==> config.mk <==
export PLATFORM = sky130hd
export DESIGN_NAME = mig_app_arbiter
export DESIGN_NICKNAME = d
export VERILOG_FILES = /design/src/rtl/mig_app_arbiter.sv
export SDC_FILE = /design/constraint.sdc
export NUM_CORES = 2
export LEC_CHECK = 0
export BUFFER_PORTS_ARGS = -buffer_cell sky130_fd_sc_hd__buf_4
export CORE_AREA = 2 2 650 652
export CTS_BUF_LIST = sky130_fd_sc_hd__clkbuf_8 sky130_fd_sc_hd__clkbuf_16
export CTS_CLUSTER_SIZE = 24
export DETAILED_ROUTE_END_ITERATION = 16
export DIE_AREA = 0 0 652 654
export HOLD_SLACK_MARGIN = 0.06
export PLACE_DENSITY_LB_ADDON = 0.05
export SLEW_MARGIN = 10
export SYNTH_ARGS = -nofsm -noshare
export SYNTH_HDL_FRONTEND = slang
export SYNTH_SLANG_ARGS = --single-unit
==> constraint.sdc <==
create_clock -name ui_clk -period 4.3 [get_ports ui_clk]
set_clock_uncertainty 0.15 [all_clocks]
set_input_delay 0.645 -clock ui_clk [delete_from_list [all_inputs] [get_ports ui_clk]]
set_output_delay 0.645 -clock ui_clk [all_outputs]
set_load 0.005 [all_outputs]
==> src/rtl/mig_app_arbiter.sv <==
// Round-robin arbiter sharing the MIG 7-series app_* user interface between a
// sample-write requester (r0) and a playback-read requester (r1), with read-data routing.
module mig_app_arbiter #(
    parameter int ADDR_W    = 29,
    parameter int DATA_W    = 256,
    parameter int TAG_DEPTH = 16
) (
    input  logic              ui_clk,
    input  logic              sys_rst,
    input  logic              init_calib_complete,

    input  logic              r0_req,
    input  logic              r0_we,
    input  logic [ADDR_W-1:0] r0_addr,
    input  logic [DATA_W-1:0] r0_wdata,
    output logic              r0_ack,
    output logic [DATA_W-1:0] r0_rd_data,
    output logic              r0_rd_valid,

    input  logic              r1_req,
    input  logic              r1_we,
    input  logic [ADDR_W-1:0] r1_addr,
    input  logic [DATA_W-1:0] r1_wdata,
    output logic              r1_ack,
    output logic [DATA_W-1:0] r1_rd_data,
    output logic              r1_rd_valid,

    output logic [ADDR_W-1:0] app_addr,
    output logic [2:0]        app_cmd,
    output logic              app_en,
    output logic [DATA_W-1:0] app_wdf_data,
    output logic              app_wdf_wren,
    output logic              app_wdf_end,
    input  logic              app_rdy,
    input  logic              app_wdf_rdy,
    input  logic [DATA_W-1:0] app_rd_data,
    input  logic              app_rd_data_valid,

    output logic              err_unexpected_rd
);

    localparam int PTR_W = $clog2(TAG_DEPTH);
    localparam int CNT_W = PTR_W + 1;

    localparam logic [2:0]       CMD_WRITE = 3'b000;
    localparam logic [2:0]       CMD_READ  = 3'b001;
    localparam logic [CNT_W-1:0] TAG_FULL  = CNT_W'(TAG_DEPTH);

    typedef enum logic [1:0] {
        ST_INIT,
        ST_IDLE,
        ST_ISSUE
    } state_t;

    state_t state, state_n;

    // Command register next-state values
    logic              rr_ptr, rr_ptr_n;
    logic              owner, owner_n;
    logic [ADDR_W-1:0] addr_n;
    logic [2:0]        cmd_n;
    logic              en_n;
    logic [DATA_W-1:0] wdata_n;
    logic              wren_n;
    logic [1:0]        ack_n;

    logic [1:0] eligible;
    logic       pick;
    logic       accept;
    logic       tags_full;
    logic       tag_push;
    logic       tag_pop;

    // Requester-ID FIFO: one bit per outstanding read, in MIG issue order
    logic             tag_mem [TAG_DEPTH];
    logic [PTR_W-1:0] wr_ptr;
    logic [PTR_W-1:0] rd_ptr;
    logic [CNT_W-1:0] tag_count;

    assign tags_full   = (tag_count == TAG_FULL);
    assign eligible[0] = r0_req & (r0_we | ~tags_full);
    assign eligible[1] = r1_req & (r1_we | ~tags_full);
    assign pick        = (&eligible) ? rr_ptr : eligible[1];

    assign accept   = (state == ST_ISSUE) & app_en & app_rdy
                    & ((app_cmd == CMD_READ) | app_wdf_rdy);
    assign tag_push = accept & (app_cmd == CMD_READ);
    assign tag_pop  = app_rd_data_valid & (tag_count != '0);

    assign app_wdf_end = app_wdf_wren;

    // NOTE: every always_comb output gets a default first, so no path can infer a latch.
    always_comb begin
        state_n  = state;
        rr_ptr_n = rr_ptr;
        owner_n  = owner;
        addr_n   = app_addr;
        cmd_n    = app_cmd;
        en_n     = app_en;
        wdata_n  = app_wdf_data;
        wren_n   = app_wdf_wren;
        ack_n    = 2'b00;

        case (state)
            ST_INIT: begin
                if (init_calib_complete) state_n = ST_IDLE;
            end

            ST_IDLE: begin
                if (!init_calib_complete) begin
                    state_n = ST_INIT;
                end else if (|eligible) begin
                    owner_n  = pick;
                    rr_ptr_n = ~pick;
                    en_n     = 1'b1;
                    state_n  = ST_ISSUE;
                    if (pick) begin
                        addr_n  = r1_addr;
                        cmd_n   = r1_we ? CMD_WRITE : CMD_READ;
                        wdata_n = r1_wdata;
                        wren_n  = r1_we;
                    end else begin
                        addr_n  = r0_addr;
                        cmd_n   = r0_we ? CMD_WRITE : CMD_READ;
                        wdata_n = r0_wdata;
                        wren_n  = r0_we;
                    end
                end
            end

            ST_ISSUE: begin
                // Calibration loss is ignored here; the latched command finishes first
                if (accept) begin
                    en_n         = 1'b0;
                    wren_n       = 1'b0;
                    ack_n[owner] = 1'b1;
                    state_n      = ST_IDLE;
                end
            end

            default: state_n = ST_INIT;
        endcase
    end

    // NOTE: sequential state is updated with non-blocking assignments only.
    always_ff @(posedge ui_clk) begin
        if (!sys_rst) begin
            state        <= ST_INIT;
            rr_ptr       <= 1'b0;
            owner        <= 1'b0;
            app_addr     <= '0;
            app_cmd      <= '0;
            app_en       <= 1'b0;
            app_wdf_data <= '0;
            app_wdf_wren <= 1'b0;
            r0_ack       <= 1'b0;
            r1_ack       <= 1'b0;
        end else begin
            state        <= state_n;
            rr_ptr       <= rr_ptr_n;
            owner        <= owner_n;
            app_addr     <= addr_n;
            app_cmd      <= cmd_n;
            app_en       <= en_n;
            app_wdf_data <= wdata_n;
            app_wdf_wren <= wren_n;
            r0_ack       <= ack_n[0];
            r1_ack       <= ack_n[1];
        end
    end

    always_ff @(posedge ui_clk) begin
        if (!sys_rst) begin
            wr_ptr    <= '0;
            rd_ptr    <= '0;
            tag_count <= '0;
        end else begin
            if (tag_push) wr_ptr <= wr_ptr + 1'b1;
            if (tag_pop)  rd_ptr <= rd_ptr + 1'b1;
            case ({tag_push, tag_pop})
                2'b10:   tag_count <= tag_count + 1'b1;
                2'b01:   tag_count <= tag_count - 1'b1;
                default: tag_count <= tag_count;
            endcase
        end
    end

    // NOTE: the tag storage needs no reset; entries are only read once the count covers them.
    always_ff @(posedge ui_clk) begin
        if (tag_push) tag_mem[wr_ptr] <= owner;
    end

    always_ff @(posedge ui_clk) begin
        if (!sys_rst) begin
            r0_rd_data        <= '0;
            r1_rd_data        <= '0;
            r0_rd_valid       <= 1'b0;
            r1_rd_valid       <= 1'b0;
            err_unexpected_rd <= 1'b0;
        end else begin
            r0_rd_valid <= 1'b0;
            r1_rd_valid <= 1'b0;
            if (app_rd_data_valid) begin
                if (tag_count != '0) begin
                    if (tag_mem[rd_ptr]) begin
                        r1_rd_data  <= app_rd_data;
                        r1_rd_valid <= 1'b1;
                    end else begin
                        r0_rd_data  <= app_rd_data;
                        r0_rd_valid <= 1'b1;
                    end
                end else begin
                    // Data with nothing outstanding is dropped; the flag stays set until reset
                    err_unexpected_rd <= 1'b1;
                end
            end
        end
    end

endmodule

==> flow_summary.json <==
{
  "gp_congestion": 0.8250,
  "cts_max_level": 4,
  "fp-row-count": 238,
  "clk_pin_slew_worst_paths_ns": 0.06,
  "grt_max_degree": 89,
  "area_growth_pct": 99.96,
  "vias": 34070,
  "numPortBuffers": 1641,
  "holdBufCountCts": 829,
  "power.leakage_nw": 25.93,
  "fp.coreArea_sq_um": 419300,
  "dp.cells": 10370,
  "drv_slew": 0,
  "syn_avg_cell_area_sq_um": 9.405,
  "ys_seq_elements": 842,
  "seq_area_frac_synth_pct": 53.37,
  "cts_resized": 0,
  "drc": 0,
  "grt_pass1_wl_mm": 336.6,
  "fmax_mhz": 281.3,
  "fill_cells": 47620,
  "die_h_microns": 654,
  "hp-class": "in2reg",
  "cap_violations": 0,
  "drtAntennaViolNets": 0,
  "grt_pass1_vias": 35790,
  "yosysWarnings": 0,
  "critical_path_class": "reg2reg",
  "maxSlewHeadroom_pct": 37.34,
  "critical_path_required_ns": 4.93,
  "nets": 6668,
  "cts_num_sinks": 842,
  "first_pass_iters": 7,
  "crit_fanout": 28,
  "hold_viol_final": 0,
  "wl_mm": 257.6,
  "yosysTopAreaCellShare_pct": 51.87,
  "viasPerCell": 2.971,
  "min_from": "app_rd_data[8]",
  "worst_pin_slew_ns": 0.9399,
  "start_util_pct": 7.604,
  "start_kind": "register",
  "layout_common_cells": "1688 x buf_4, 829 x dlygate4sd3_1, 826 x dfxtp_1",
  "hpwl_mm": 206.5,
  "cts-root-buf": "clkbuf_16",
  "syn_inst": 3390,
  "post-route-period-util_pct": 82.66,
  "drt_iter0_markers": 1337,
  "track_usage_pct": 11.52,
  "fin_crit_ns": 3.554,
  "outcome": "finished clean",
  "die_w_microns": 652,
  "stdcell_count": 11470,
  "grt-ovfl-total": 0,
  "cts_made_buffers": 143,
  "dieArea_sq_um": 426400,
  "rsz0062_at_grt": "false",
  "clockBufferDepth": 4,
  "post_cts_buffers": 0,
  "ys_types": 43,
  "powerDensity_nw_per_um2": 339.3,
  "crit_path_end_kind": "register",
  "layout_setup_ws_ns": 0.7456,
  "drive_above_1_share_pct": 32.44,
  "antenna_found_initial": 131,
  "setup_viol": 0,
  "synth_top_cells_by_area": "dfxtp_1 52%, mux2i_1 16%, nand2_1 9.3%",
  "final_common_cell": "buf_4",
  "pin_count": 1644,
  "synth_edf_count": 16,
  "ys.flop_type": "dfxtp_1",
  "async_flop_share_pct": 0,
  "syn_area_sq_um": 31880,
  "tritoncts": "yes",
  "post_drt_wl_per_cell_microns": 22.46,
  "cp_data_arrival_time_ns": 4.19,
  "insertion_delay_ns": 0.84,
  "tns_ns": 0,
  "synth_top_cell_by_area": "dfxtp_1",
  "post-place-ws_ns": 0.9428,
  "ir_worst_vdd_v": 0.0002226
}
-- path summary, 6_finish.rpt --
path	to	slack (ns)	cells past startpoint
max	r0_rd_data[227]	0.75	7
min	r1_rd_data[8]	0.15	3
max reg2reg	r0_rd_data[227]	0.75	7
min reg2reg	r1_rd_data[23]	0.30	2
-- cell usage after synthesis, drive strengths merged, types with 6 or more instances --
master	number
buf	118
a22oi	288
ha	8
nand2b	6
o21ai	293
a21oi	8
inv	290
edfxtp	16
nand2	788
clkbuf	133
nor2	14
mux2i	524
nor2b	10
dfxtp	826
and2	9
nor3	8
-- registers in the layout, indices dropped and copies added, names as in the netlist, 4 cells and up, named ones only --
name          cells
app_addr         29
tag_count         5
app_wdf_data    256
tag_mem          16
rd_ptr            4
r1_rd_data      256
r0_rd_data      256
wr_ptr            4
-- per-layer routing --
layer	track usage, %	vias up	routed length, microns
met1	11.13	16180	88310
met5	0	-	251
met2	23.01	1150	142900
met4	2.688	40	6526
met3	3.962	447	19660
li1	-	16260	-
-- worst max-delay path, cell delays in order, from the launching register on --
cell and delay [ns]:
dfxtp_1 0.62, mux2i_1 0.16, a22oi_1 0.20, nand4b_1 0.33, nand3_4 0.56, buf_4 0.61
mux2i_1 0.24, dlygate4sd3_1 0.55
-- power by group --
group,switching [mW],internal (mW)
Combinational,0.846,1.07
Clock,4.71,7.03
Sequential,0.0618,7.92
Total,5.62,16.0
-- per-stage QoR --
step | utilization (%) | power [mW] | hold WS (ns) | cell area [sq um]
final | 15.21 | 21.63 | 0.1522 | 63750
after global routing | 15.20 | 22.75 | 0.1095 | 63740
after CTS | 15.19 | 22.47 | 0.08545 | 63690
after detailed placement | 12.11 | 9.573 | 0.2955 | 50790
after global placement | 12.11 | 9.581 | 0.2944 | 50790
after floorplan | - | 8.462 | 0.3008 | 31890
-- area by class of cell --
type / count / area (sq um) / share of cell area (%)
timing repair buffer: 2539 / 21410 / 33.58
inverter: 290 / 1089 / 1.707
clock buffer: 180 / 4121 / 6.465
tap: 5520 / 6907 / 10.83
multi-input combinational: 2008 / 12670 / 19.87
antenna: 24 / 60.06 / 0.09420
sequential: 842 / 17020 / 26.69
clock inverter: 66 / 486.7 / 0.7634
-- cells by family (layout without fill, tap and decap cells) --
family | Yosys count | count (layout) | synth area share (%)
simple gates | 857 | 857 | 10.53
xor+xnor | 10 | 10 | 0.2747
mux | 524 | 524 | 16.45
flops | 842 | 842 | 53.37
buf+inv | 541 | 3075 | 7.052
compound gates | 607 | 607 | 12.00
other cells | 1 | 26 | 0.01176
fa+ha+maj | 8 | 8 | 0.3140
(Power assumes the default switching activity.)
